$ cat src/rtl/edge_gen.sv
// Command-driven edge generator: a small FIFO of RISE/FALL/NOP/TOGGLE commands, each edge followed by a minimum hold.
// Define EDGE_GEN_PULSE_EN to turn op 11 into a timed PULSE (invert, hold cmd_len+1 cycles, restore, hold).
module edge_gen #(
    parameter int MIN_HOLD = 2,
    parameter int DEPTH    = 4
) (
    input  logic       clk,
    input  logic       rst,
    input  logic       cmd_valid,
    output logic       cmd_ready,
    input  logic [1:0] cmd_op,
    input  logic [7:0] cmd_len,
    output logic       out,
    output logic       busy,
    output logic       done
);
    localparam int AW = $clog2(DEPTH);
`ifdef EDGE_GEN_PULSE_EN
    localparam int CW = 8;
    localparam int EW = 10;
    typedef enum logic [1:0] {S_IDLE, S_HOLD, S_PULSE} state_t;
`else
    localparam int CW = 4;
    localparam int EW = 2;
    typedef enum logic [1:0] {S_IDLE, S_HOLD} state_t;
`endif
    localparam logic [CW-1:0] HOLD_LAST = CW'(MIN_HOLD - 1);
    localparam logic [CW-1:0] CNT_ONE   = CW'(1);
    localparam logic [AW:0]   PTR_ONE   = (AW+1)'(1);

    logic [EW-1:0] r_mem [DEPTH];
    logic [AW:0]   r_wr_ptr;
    logic [AW:0]   r_rd_ptr;
    logic          w_full;
    logic          w_empty;
    logic          w_push;
    logic          w_pop;
    logic [EW-1:0] w_wr_data;
    logic [EW-1:0] w_head;
    logic [1:0]    w_head_op;

    state_t        r_state;
    state_t        w_state_next;
    logic [CW-1:0] r_cnt;
    logic [CW-1:0] w_cnt_next;
    logic          r_out;
    logic          w_out_next;
    logic          r_done_pend;
    logic          w_done_pend_next;
    logic          r_done;

`ifdef EDGE_GEN_PULSE_EN
    logic [7:0]    w_head_len;
    logic [CW-1:0] w_pulse_last;
    assign w_wr_data    = {cmd_op, cmd_len};
    assign w_head_op    = w_head[9:8];
    assign w_head_len   = w_head[7:0];
    // Short pulses are stretched so the restore edge still respects the hold time.
    assign w_pulse_last = (w_head_len < HOLD_LAST) ? HOLD_LAST : w_head_len;
`else
    logic w_unused_len;
    assign w_unused_len = ^cmd_len;
    assign w_wr_data    = cmd_op;
    assign w_head_op    = w_head;
`endif

    assign w_empty   = (r_wr_ptr == r_rd_ptr);
    assign w_full    = (r_wr_ptr[AW] != r_rd_ptr[AW]) &&
                       (r_wr_ptr[AW-1:0] == r_rd_ptr[AW-1:0]);
    assign cmd_ready = !w_full;
    assign w_push    = cmd_valid && !w_full && !rst;
    // Head is read combinationally so a command can pop and execute on the same edge.
    assign w_head    = r_mem[r_rd_ptr[AW-1:0]];

    always_ff @(posedge clk) begin
        if (w_push) begin
            r_mem[r_wr_ptr[AW-1:0]] <= w_wr_data;
        end
    end

    always_comb begin
        w_state_next     = r_state;
        w_cnt_next       = r_cnt;
        w_out_next       = r_out;
        w_done_pend_next = 1'b0;
        w_pop            = 1'b0;
        case (r_state)
            S_IDLE: begin
                if (!w_empty) begin
                    w_pop = 1'b1;
                    case (w_head_op)
                        2'b01, 2'b10: begin
                            w_done_pend_next = 1'b1;
                            if (r_out != w_head_op[0]) begin
                                w_out_next   = w_head_op[0];
                                w_state_next = S_HOLD;
                                w_cnt_next   = HOLD_LAST;
                            end
                        end
                        2'b11: begin
                            w_out_next = !r_out;
`ifdef EDGE_GEN_PULSE_EN
                            w_state_next = S_PULSE;
                            w_cnt_next   = w_pulse_last;
`else
                            w_state_next     = S_HOLD;
                            w_cnt_next       = HOLD_LAST;
                            w_done_pend_next = 1'b1;
`endif
                        end
                        default: w_done_pend_next = 1'b1;
                    endcase
                end
            end
            S_HOLD: begin
                if (r_cnt == '0) begin
                    w_state_next = S_IDLE;
                end else begin
                    w_cnt_next = r_cnt - CNT_ONE;
                end
            end
`ifdef EDGE_GEN_PULSE_EN
            S_PULSE: begin
                if (r_cnt == '0) begin
                    w_out_next       = !r_out;
                    w_state_next     = S_HOLD;
                    w_cnt_next       = HOLD_LAST;
                    w_done_pend_next = 1'b1;
                end else begin
                    w_cnt_next = r_cnt - CNT_ONE;
                end
            end
`endif
            default: w_state_next = S_IDLE;
        endcase
    end

    always_ff @(posedge clk) begin
        if (rst) begin
            r_state     <= S_IDLE;
            r_cnt       <= '0;
            r_out       <= 1'b0;
            r_done_pend <= 1'b0;
            r_done      <= 1'b0;
            r_wr_ptr    <= '0;
            r_rd_ptr    <= '0;
        end else begin
            r_state     <= w_state_next;
            r_cnt       <= w_cnt_next;
            r_out       <= w_out_next;
            r_done_pend <= w_done_pend_next;
            r_done      <= r_done_pend;
            if (w_push) r_wr_ptr <= r_wr_ptr + PTR_ONE;
            if (w_pop)  r_rd_ptr <= r_rd_ptr + PTR_ONE;
        end
    end

    assign out  = r_out;
    assign done = r_done;
    assign busy = !w_empty || (r_state != S_IDLE);

endmodule

$ cat config.mk
export PLATFORM = sky130hd
export DESIGN_NAME = edge_gen
export DESIGN_NICKNAME = d
export VERILOG_FILES = /design/src/rtl/edge_gen.sv
export SDC_FILE = /design/constraint.sdc
export NUM_CORES = 1
export LEC_CHECK = 0
export ABC_AREA = 1
export CAP_MARGIN = 20
export CORE_UTILIZATION = 52
export DETAILED_ROUTE_END_ITERATION = 10
export GPL_ROUTABILITY_DRIVEN = 1
export PLACE_DENSITY = 0.77
export RECOVER_POWER = 25
export SYNTH_ARGS = -nofsm -noshare
export SYNTH_HDL_FRONTEND = slang
export SYNTH_SLANG_ARGS = --single-unit
$ cat constraint.sdc
create_clock -name clk -period 1.83 [get_ports clk]
set_input_delay 0.4575 -clock clk [delete_from_list [all_inputs] [get_ports clk]]
set_output_delay 0.4575 -clock clk [all_outputs]
set_load 0.03 [all_outputs]
; Yosys cells after proc, flatten, opt, wreduce, memory -nomap -nowiden
; Memories as Yosys holds them, arrays and structs flattened. A register that Yosys moved wholly into a read port is not among the register bits.
; Cells that the tools add are included.
[totals]
latchBits = 0
input_bits = 13
reg_bits = 15
out_inout_bits = 4
n_memories = 1
rom_bits = 0
ramBits = 8
[memory_table]
columns = memory, words, width, read_ports, rd_clocked_by_memory_dff, wr, line
row1 = r_mem, 4, 2, 1, 1, 1, 31  ; logic [EW-1:0] r_mem [DEPTH];
[op_classes]
n_bitwise = 1
mux = 18
shift = 0
eq_ne = 14
reduce_logical = 17
add_sub_neg = 3
order_cmp = 0
mul = 0
div_mod_pow = 0
[ops]
columns = op, n
row1 = 4-bit one-hot mux with 2 select lines, 2
row2 = 4-bit two-way mux, 3
row3 = 2-bit two-way mux, 5
row4 = "2-bit != test, second input constant", 4
row5 = 2-bit one-hot mux with 2 select lines, 2
row6 = 4-bit AND reduction, 2
row7 = "3-bit by 1-bit adder with 3-bit output, second input constant", 2
row8 = 2-bit nonzero test, 3
row9 = 1-bit two-way mux, 5
row10 = 5-bit AND reduction, 1
row11 = "2-bit by 1-bit == test with 1-bit output, second input constant", 2
row12 = "2-bit == test, second input constant", 2
row13 = 1-bit logical NOT, 4
row14 = 4-bit logical NOT, 1
row15 = "4-bit by 1-bit subtractor with 4-bit output, second input constant", 1
row16 = 3-bit == test, 1
row17 = 1-bit logical AND, 3
row18 = "3-bit by 1-bit != test with 1-bit output, second input constant", 1
row19 = "3-bit != test, second input constant", 1
row20 = 2-bit == test, 1
row21 = 2-bit logical NOT, 1
row22 = 1-bit != test, 2
row23 = 1-bit one-hot mux with 2 select lines, 1
row24 = 2-bit OR reduction, 1
row25 = 2 further kinds, 2

; Longest topological paths before layout
[depth]
depth_word = 7
depth_mapped = 11
mapped_depth_nobuf = 11

; Least setup slack after synthesis
; No wires, ideal clock.
[synth_timing]
kind = flip-flop to flip-flop
start = register (tool-made name)
end = register r_cnt[2]
n_path_buf = 0
path_stages_with_launch = 10
setup_time_ns = 0.070
arrival_ns = 1.449
setup_slack_ns = 0.311
cell_sequence = dfxtp_1 nand2_1 a32oi_1 inv_1 ha_1 nor3_1 a21oi_2 nand2_2 nand2_1 a21oi_1
[synth_rtl]
columns = item, line
row1 = "end signal, assigned", 149  ; r_cnt <= w_cnt_next;
row2 = "end, declared", 44  ; logic [CW-1:0] r_cnt;

; Worst setup path after layout
[layout_timing]
start = register r_done (netlist: done)
end = output done
[layout_rtl]
columns = item, line
row1 = "start, declared", 50  ; logic r_done;
row2 = "start signal, assigned", 152  ; r_done <= r_done_pend;
row3 = "end, declared", 15  ; output logic done
; No word-level cell between the ends.

==> impl_metrics.ini <==
[outcome]
outcome = finished clean

[drt]
number_of_detailed_route_iterations_in_the_first_pass = 4
drc_errors = 0
dr.first_iter.drc_count = 37
wirelength_mm = 2.38
drt-wirelength-per-cell_um = 12.8
ant_nets = 0
post_drt_via_cell_ratio = 5.23
vias = 967

[timing]
totalNegativeSetupSlack_ns = 0
max-slew-margin-rel_pct = 78.7
timing.final.setup_violations = 0
hold_viol_final = 0
fmax_ghz = 0.570
grt_setup_unrepaired = false
layout_min_cycle_time_ns = 1.76
timing_worst_slew_pin_value_ns = 0.318
clock_skew_ns = 0.00473
timing.final.crit_share_pct = 95.9
slew_viol_final = 0

[worst_setup_path]
timing.setup.critical_path_class = flip-flop to output pin
cp_num_cells = 1
worst_path_buf_inv = 1
crit-reg2reg-capture = r_cnt[2]
cp_slowest_cell = clkdlybuf4s50_1
worstPathArrival_ns = 1.30
end_kind = output pin
timing.critical_path.cells = clkdlybuf4s50_1
setup.worst_path.start = done
rrSetupSlack_ns = 0.13
critical-path-max-stage-delay_ns = 0.66
critical_path_required_ns = 1.37
reg2reg_depth = 10
timing.critical_path.to = done
start_kind = flip-flop
critical_path.max_fanout = 1
cpLargestDelayFamily = buffers and inverters

[clock_tree]
htree_levels = 1
cts_tree = done
number_of_buffers_created_by_cts = 3
clkLatencyLatePin_ns = 0.32
cts-hold-fix-buffers = 0
cts.sinks = 24
cts-root-buf = clkbuf_4
cts_post_setup_buffers_inserted = 0
cts_resized = 7
clk_path_buf_depth = 2
cts.reportedPaths.clkPinSlew_ns = 0.12

[yosys]
synth_seq_area_share_pct = 47.4
syn-instance-count = 139
netlist.top_cell.by_area = dfxtp_1
mappedNetlistNets = 161
post_synth_edffs = 8
syn-mean-instance-area_um2 = 8.51
yosys.cell_count.top_type = nand2_1
mappedNetlistArea_mm2 = 0.00118
ys.flop_type = dfxtp_1
synth.area.top_cells = dfxtp_1, edfxtp_1, ha_1
post-synth-top-area-fraction_pct = 27.1
yosys_register_bits = 24
synth_top_cells_by_count = nand2_1, inv_1, dfxtp_1
synthesis.yosys.warnings = 0
postSynth.asyncResetShare_pct = 0
synth_cell_type_count = 23

[final_layout]
synthToLayoutAreaGrowth_pct = 20.5
num-nets-final = 181
n_fill_cell = 174
layout-drive-gt1-share_pct = 24.1
final_instance_count_excl_fillers = 185
antenna_cells_inserted = 0

[global_routing]
grt_pass1_vias = 941
global_route.overflow_total = 0
antenna_found_initial = 0
grt_pass1_wl_mm = 4.02
pin_count_of_the_biggest_net_entering_global_routing = 15
track_usage_pct = 22.0

[floorplanning]
initial_core_utilization_pct = 57.9
floorplan.core_area_mm2 = 0.00204
die_h_um = 49.7
design.portCount = 17
num_rows = 16
floorplan.die_area_mm2 = 0.00247
horiz_die_dim_um = 49.7

[flow_run]
drv_cap = 0

[power_and_ir_drop]
static-leakage-power_nw = 0.632
cellPowerDensity_mw_per_mm2 = 1430
vdd_ir_drop_max_v = 0.000912

[hold_path]
holdCritPathClass = flip-flop to flip-flop
hold_path_startpoint = r_done_pend

[place]
dp.cells = 181
place.port_buffers = 8
detailedPlacementHpwl_mm = 1.76
gp_congestion = 0.798
-- registers in the layout, summed over array words and instances, names as in the netlist, named ones only --
register,cells
out,1
r_wr_ptr,3
r_cnt,4
r_state,1
done,1
r_done_pend,1
r_mem,8
r_rd_ptr,3
-- through the flow --
step                hold WS [ns]  instance area [um2]  power, mW  setup slack (ns)  util (%)
detailed placement         0.413                 1350       1.61            0.0469      66.1
global placement           0.398                 1350       1.56            0.0481      66.1
CTS                        0.432                 1410       2.02           0.00896      69.1
finish                     0.433                 1430       2.03            0.0742      69.8
global route               0.453                 1430       2.18           0.00152      69.8
floorplan                  0.388                 1180       1.36             0.311         -
-- power breakdown --
group          internal, mW  total (mW)  switching (mW)
clock                 0.222       0.379           0.157
sequential            0.657       0.732          0.0755
combinational         0.344       0.923           0.578
-- cells by family (layout without fill, tap and decap cells) --
kind of cell	count (synthesis)	after routing	share of synthesized area, %
AND/OR/NAND/NOR	60	60	24.9
flip-flops	24	24	47.4
buffers and inverters	24	43	7.72
AO/OA/AOI/OAI	21	21	9.74
adder cells (fa/ha/maj)	9	9	9.52
XOR/XNOR	1	1	0.741
-- cell type report --
type | instances | area, um2 | area share (%)
multi-input cells | 91 | 552 | 38.7
clock inverters | 1 | 30.0 | 2.11
well taps | 27 | 33.8 | 2.37
repair buffers | 16 | 135 | 9.48
clock buffers | 3 | 22.5 | 1.58
inverters | 23 | 86.3 | 6.06
flip-flops and latches | 24 | 566 | 39.7
-- cells in the final DEF, fill, tap and decap left out, types with 4 or more instances in the layout --
cell type / synthesis / layout
nand3_2: 4 / 4
nand2_2: 6 / 6
nor2_1: 12 / 12
dfxtp_2: 0 / 4
o21ai_0: 5 / 5
inv_2: 5 / 5
buf_4: 0 / 8
a21oi_1: 12 / 12
edfxtp_1: 8 / 8
dfxtp_1: 16 / 12
inv_1: 18 / 18
nand2_1: 27 / 27
ha_1: 9 / 9
-- how the worst min path moves through the flow --
stage,to,cells after the start,slack (ns)
floorplan,done,2,0.39
global placement,done,2,0.40
detailed placement,done,2,0.41
CTS,done,2,0.43
global route,done,2,0.45
finish,done,2,0.43
-- layer usage --
layer	share of wire [%]	up-vias	global-route usage (%)
met5	0	-	0
met4	1.9	0	10.5
met3	3.2	8	5.25
met2	51	23	37.2
met1	44	447	26.0
li1	-	489	-
Power figures use the tool's default switching activity.
